`src/rtl/shift_right_seq_if.sv`:
```
// Request/result bundle for the sequential right shifter.
// master = requester/consumer side, slave = shifter side.
interface shift_right_seq_if;
    logic        start;
    logic        ready;
    logic [31:0] rs1;
    logic [4:0]  imm;
    logic        arith;
    logic        flush;
    logic [31:0] rd_right;
    logic        done;
    logic        ack;

    modport master (
        output start, rs1, imm, arith, flush, ack,
        input  ready, rd_right, done
    );

    modport slave (
        input  start, rs1, imm, arith, flush, ack,
        output ready, rd_right, done
    );
endinterface

```
`src/rtl/shift_right_seq.sv`:
```
// Purpose: 32-bit logical/arithmetic right shift, one binary-weighted stage (16,8,4,2,1) per cycle.
// Latency: done on the 6th edge counting the accepting edge (1st with EARLY_DONE=1 and imm==0).
// Backpressure: result held in DONE until ack; ready only in IDLE, so no accept on the ack edge.
module shift_right_seq #(
    parameter bit EARLY_DONE = 1'b0
) (
    input  logic             clk,
    input  logic             rst_n,
    shift_right_seq_if.slave bus
);

    typedef enum logic [1:0] {
        IDLE  = 2'd0,
        SHIFT = 2'd1,
        DONE  = 2'd2
    } state_t;

    state_t      state_q;
    state_t      state_d;
    logic [31:0] data_q;
    logic [4:0]  shamt_q;
    logic        mode_q;
    logic [2:0]  k_q;

    logic        accept;
    logic        bypass;
    logic [4:0]  stage_w;
    logic        stage_en;
    logic        fill;
    logic signed [32:0] ext;
    logic signed [32:0] ext_sh;
    logic [31:0] stage_out;

    assign accept = (state_q == IDLE) && bus.start && !bus.flush;
    assign bypass = EARLY_DONE && (bus.imm == 5'd0);

    always_comb begin
        state_d = state_q;
        case (state_q)
            IDLE:    if (accept) state_d = bypass ? DONE : SHIFT;
            SHIFT:   if (k_q == 3'd4) state_d = DONE;
            DONE:    if (bus.ack) state_d = IDLE;
            default: state_d = IDLE;
        endcase
        if (bus.flush) state_d = IDLE;
    end

    always_ff @(posedge clk) begin
        if (!rst_n) state_q <= IDLE;
        else        state_q <= state_d;
    end

    always_comb begin
        stage_w  = 5'd0;
        stage_en = 1'b0;
        case (k_q)
            3'd0: begin stage_w = 5'd16; stage_en = shamt_q[4]; end
            3'd1: begin stage_w = 5'd8;  stage_en = shamt_q[3]; end
            3'd2: begin stage_w = 5'd4;  stage_en = shamt_q[2]; end
            3'd3: begin stage_w = 5'd2;  stage_en = shamt_q[1]; end
            3'd4: begin stage_w = 5'd1;  stage_en = shamt_q[0]; end
            default: begin stage_w = 5'd0; stage_en = 1'b0; end
        endcase
    end

    // Arithmetic stages keep bit 31 equal to the operand's original sign,
    // so the current bit 31 is a valid fill source for every stage.
    assign fill      = mode_q & data_q[31];
    assign ext       = {fill, data_q};
    assign ext_sh    = ext >>> stage_w;
    assign stage_out = stage_en ? ext_sh[31:0] : data_q;

    always_ff @(posedge clk) begin
        if (!rst_n) begin
            data_q  <= 32'h0;
            shamt_q <= 5'd0;
            mode_q  <= 1'b0;
            k_q     <= 3'd0;
        end else if (accept) begin
            data_q  <= bus.rs1;
            shamt_q <= bus.imm;
            mode_q  <= bus.arith;
            k_q     <= 3'd0;
        end else if ((state_q == SHIFT) && !bus.flush) begin
            data_q  <= stage_out;
            k_q     <= k_q + 3'd1;
        end
    end

    assign bus.ready    = (state_q == IDLE);
    assign bus.done     = (state_q == DONE);
    assign bus.rd_right = data_q;

endmodule
```
`src/flat_wrapper.sv`:
```
// flat-port wrapper written by rule: the top's interface ports become plain ports
module shift_right_seq_flat 
#(
    parameter bit EARLY_DONE = 1'b0
)
  (clk, rst_n, bus_start, bus_rs1, bus_imm, bus_arith, bus_flush, bus_ack, bus_ready, bus_rd_right, bus_done);
  shift_right_seq_if bus_i ();
  input  logic clk;
  input  logic rst_n;
  input wire logic [$bits(bus_i.start)-1:0] bus_start;
  input wire logic [$bits(bus_i.rs1)-1:0] bus_rs1;
  input wire logic [$bits(bus_i.imm)-1:0] bus_imm;
  input wire logic [$bits(bus_i.arith)-1:0] bus_arith;
  input wire logic [$bits(bus_i.flush)-1:0] bus_flush;
  input wire logic [$bits(bus_i.ack)-1:0] bus_ack;
  output wire logic [$bits(bus_i.ready)-1:0] bus_ready;
  output wire logic [$bits(bus_i.rd_right)-1:0] bus_rd_right;
  output wire logic [$bits(bus_i.done)-1:0] bus_done;
  assign bus_i.start = bus_start;
  assign bus_i.rs1 = bus_rs1;
  assign bus_i.imm = bus_imm;
  assign bus_i.arith = bus_arith;
  assign bus_i.flush = bus_flush;
  assign bus_i.ack = bus_ack;
  assign bus_ready = bus_i.ready;
  assign bus_rd_right = bus_i.rd_right;
  assign bus_done = bus_i.done;
  shift_right_seq #(.EARLY_DONE(EARLY_DONE)) u_core (.clk(clk), .rst_n(rst_n), .bus(bus_i));
endmodule
```
`config.mk`:
```
export PLATFORM = sky130hd
export DESIGN_NAME = shift_right_seq_flat
export DESIGN_NICKNAME = d
export VERILOG_FILES = /design/src/rtl/shift_right_seq_if.sv /design/src/rtl/shift_right_seq.sv /design/src/flat_wrapper.sv
export SDC_FILE = /design/constraint.sdc
export NUM_CORES = 1
export LEC_CHECK = 0
export CAP_MARGIN = 20
export CORE_MARGIN = 4
export CORE_UTILIZATION = 54
export DETAILED_ROUTE_END_ITERATION = 10
export PLACE_DENSITY = 0.82
export SLEW_MARGIN = 30
export SYNTH_ARGS = -nofsm -noshare
export SYNTH_HDL_FRONTEND = slang
export SYNTH_SLANG_ARGS = --single-unit
```
`constraint.sdc`:
```
create_clock -name clk -period 3.3 [get_ports clk]
set_input_delay 0.66 -clock clk [delete_from_list [all_inputs] [get_ports clk]]
set_output_delay 0.66 -clock clk [all_outputs]
set_load 0.02 [all_outputs]
```
==> PnR_summary.wiki <==
{| class="wikitable"
! Metric !! Value
|-
| Result of the run || finished, final reports clean
|-
| Number of enable-type register cells in the synthesized netlist || 0
|-
| Wirelength per Cell || 23.54 µm
|-
| Category of the worst setup path capture point || register
|-
| Worst hold-check path type || reg2reg
|-
| Crit path kind || reg2reg
|-
| Setup Total Neg Slack || 0 ns
|-
| Standard cell area after detailed placement || 0.005196 mm²
|-
| Maximum number of pins on one net before global-route repair || 43
|-
| Final hold violations || 0
|-
| Area share of and/or/nand/nor cells after synthesis || a little under a quarter
|-
| DRC violation count after routing || 0
|-
| Cell types with the largest area share after synthesis || dfxtp_1 (21%), mux2i_1 (13%), nand2_1 (6.3%)
|-
| Final design utilization || 71.92%
|-
| Final ANT Viol Nets || 0
|-
| Total vias in the final route || 5245
|-
| Final weighted congestion in routability-driven placement || 1.090
|-
| Number of buffers inserted by port buffering || between 70 and 80
|-
| Number of maximum-capacitance violations || 0
|-
| Net switching power || 477.4 µW
|-
| Overall routing resource usage || 38.80%
|-
| Worst max-slew margin expressed relative to the limit || between 30% and 40%
|-
| Arrival time reported for the critical path endpoint || 3.39 ns
|-
| Post-Syn Nets || between 600 and 700
|-
| Number of core rows || 31
|-
| Number of different library cells in the post-synthesis netlist || 65
|-
| Yosys warnings || 0
|-
| Data required time of the worst path || 3.52 ns
|-
| Core area || 0.007370 mm²
|-
| Area growth syn-to-layout || 27.05%
|-
| Non-Filler Cell Area, Final || 0.005300 mm²
|-
| Initial antenna violation count || 0
|-
| Internal Pwr Total || 967.3 µW
|-
| Vias in the first global route || 4888
|-
| Cell area power density || 272.6 mW/mm²
|-
| Crit path max fanout || 26
|-
| Clock edge transition at the registers on the reported setup and hold paths || 0.09 ns
|-
| Leakage power total || ~1.9 nW
|-
| Count of inserted antenna diode cells || 0
|-
| CTS tree || done
|-
| CP startpoint kind || register
|-
| Setup slack after placement || 0.2111 ns
|-
| Top cell types by occurrence after synthesis || nand2_1 (70), mux2i_1 (53), a21oi_1 (50)
|-
| Via density per instance || 7.069
|-
| Post-detail-place hpwl || approximately 13000 µm
|-
| Number of violations reported at the end of detailed-routing iteration 0 || 641
|-
| Total wire length || about 17000 µm
|-
| Total Power Consumption || about 1.4 mW
|-
| Yosys reg bits || 43
|-
| Num CTS Buffers || 5
|-
| First drt pass iteration count || 5
|-
| Compound-gate portion of the synthesized area || 32.00%
|-
| Post-synthesis share of cell area spent on full adders, half adders and majority gates || around 1.5%
|-
| Mapped Area || 0.004172 mm²
|-
| I/O pin count || between 70 and 80
|-
| Async set-reset flop share out of synthesis || 0%
|-
| Non-filler cells, final || 742
|-
| Maximum clock frequency || 0.3160 GHz
|-
| Worst clock skew || a little over 0.009 ns
|-
| TritonCTS sink count || 43
|-
| Portion of the post-synthesis area used by sequential elements || 20.64%
|-
| Setup slack of the critical path after layout || around 0.14 ns
|-
| Initial core utilization || 56.60%
|-
| Most used standard cell by instance count after synthesis || nand2_1
|-
| Clk Latency, worst-skew pair || 0.30 ns
|-
| Placed Cells incl. Taps || 735
|-
| Root buffer selected by CTS || clkbuf_8
|-
| Ratio of final minimum period to clock period || a little over nine tenths
|-
| Setup-failing EPs final || 0
|-
| RSZ-0062 raised after global routing || false
|-
| Largest family of logic cells by synthesized area || compound AO/OA/AOI/OAI gates
|-
| Switching share of total power || 33.05%
|-
| Worst hold slack || ~0.46 ns
|-
| Full die area || 0.009195 mm²
|-
| Part of the total power dissipated in combinational logic || 30.2%
|-
| Cell taking the most area after synthesis || dfxtp_1
|-
| Fraction of final layout cells with drive strength greater than 1 || 11.82%
|-
| Least-Margin Pin Slew || 0.9361 ns
|-
| Area share of the leading cell type in the synthesized netlist || 20.64%
|-
| Top_reg_cell synth || dfxtp_1
|-
| Portion of total power attributed to the clock network || 28.2%
|-
| First-pass GRT wire length || roughly 27000 µm
|-
| Setup fix buffers added after clock tree synthesis || 0
|-
| Shortest period the worst path allows || 3.165 ns
|-
| Count of hold-fix buffers inserted at cts || 0
|-
| Post-synthesis xor/xnor area fraction || 0.2100%
|-
| H-tree levels || 2
|-
| Gr ovfl total || 0
|-
| Cells after Synth || roughly 570
|-
| Pins over their slew limit || 0
|-
| Average cell area after synthesis || 7.344 µm²
|-
| Setup slack, reg-to-reg || 0.14 ns
|-
| Multiplexer area fraction after synthesis || 16.23%
|-
| Total Nets Final || 691
|-
| Die X-Extent || around 96 µm
|-
| Clock Path Buffers || 2
|-
| Height of the die || 95.89 µm
|-
| Worst vdd ir || between 0.15 and 0.2 mV
|-
| Part of the total power dissipated in sequential elements || 41.6%
|}
==> final timing paths <==
check	start	end	cells after the start
min	u_core.shamt_q[3]	u_core.shamt_q[3]	2
max reg2reg	u_core.k_q[0]	u_core.bus.rd_right[18]	8
min reg2reg	u_core.shamt_q[3]	u_core.shamt_q[3]	2
max	u_core.k_q[0]	u_core.bus.rd_right[18]	8
==> flip-flops by register name, indices dropped and copies added, names as in the netlist <==
signal	count
u_core.k_q	3
u_core.state_q	2
u_core.shamt_q	5
u_core.mode_q	1
u_core.bus.rd_right	32
==> worst max-delay path, cell delays in order (launching register included) <==
cell      delay (ns)
dfxtp_1         0.41
inv_1           0.10
ha_2            0.41
or4_4           0.56
nand2_1         0.19
o221ai_1        0.35
a21oi_1         0.62
a22oi_1         0.19
a211oi_1        0.26
==> area by class of cell <==
type	count	area, µm²
clock buffers	6	72.57
repair buffers	119	1121
clock inverters	1	30.03
fillers	636	2069
inverters	9	33.78
well taps	99	123.9
multi-input cells	465	3057
flip-flops and latches	43	862.1
==> power groups by stage <==
stage / clock network, mW / registers, mW / logic [mW]
after floorplan: 0 / 0.613 / 0.214
after global placement: 0 / 0.608 / 0.416
after detailed placement: 0 / 0.609 / 0.421
after CTS: 0.415 / 0.597 / 0.424
after global routing: 0.431 / 0.603 / 0.464
final: 0.408 / 0.601 / 0.436
==> cell families (layout without fill, tap and decap cells) <==
| group | Yosys count | after routing |
|---|---|---|
| muxes | 66 | 66 |
| DFF | 43 | 43 |
| xor gates and xnor gates | 1 | 1 |
| adders and majority gates | 5 | 5 |
| buffers and inverters | 60 | 135 |
| and+or+nand+nor | 196 | 196 |
| AOI/OAI and AO/OA | 197 | 197 |
==> metal layers <==
layer,track usage (%),routed length (µm)
met3,11.02,2426
met1,52.09,6716
met5,0,0
met4,17.89,926
met2,57.15,7396
==> repair_timing <==
item	CTS	global route
resized for setup	0	1
setup endpoints to repair	0	1
hold endpoints to repair	0	0
==> cells in the final DEF (no fill, tap or decap), types with 3 or more instances in the layout <==
cell type	n
buf_4	40
a31oi_1	11
o22ai_1	8
o21ai_0	32
o221ai_1	12
nand3_1	18
nor2_1	33
nor2b_1	10
a2111oi_0	3
or4_1	3
nand2_1	70
clkdlybuf4s50_1	76
o2bb2ai_1	4
dfxtp_1	42
mux2_2	13
a21oi_1	50
clkbuf_8	5
nand2b_1	9
or3_1	7
a211oi_1	20
mux2i_1	53
a211o_1	4
and3_1	4
nor3_1	20
or2_2	4
ha_1	4
and2_1	4
inv_1	7
a221oi_1	4
a22o_1	4
a22oi_1	6
buf_12	3
o211ai_1	10
Power figures use the tool's default switching activity.
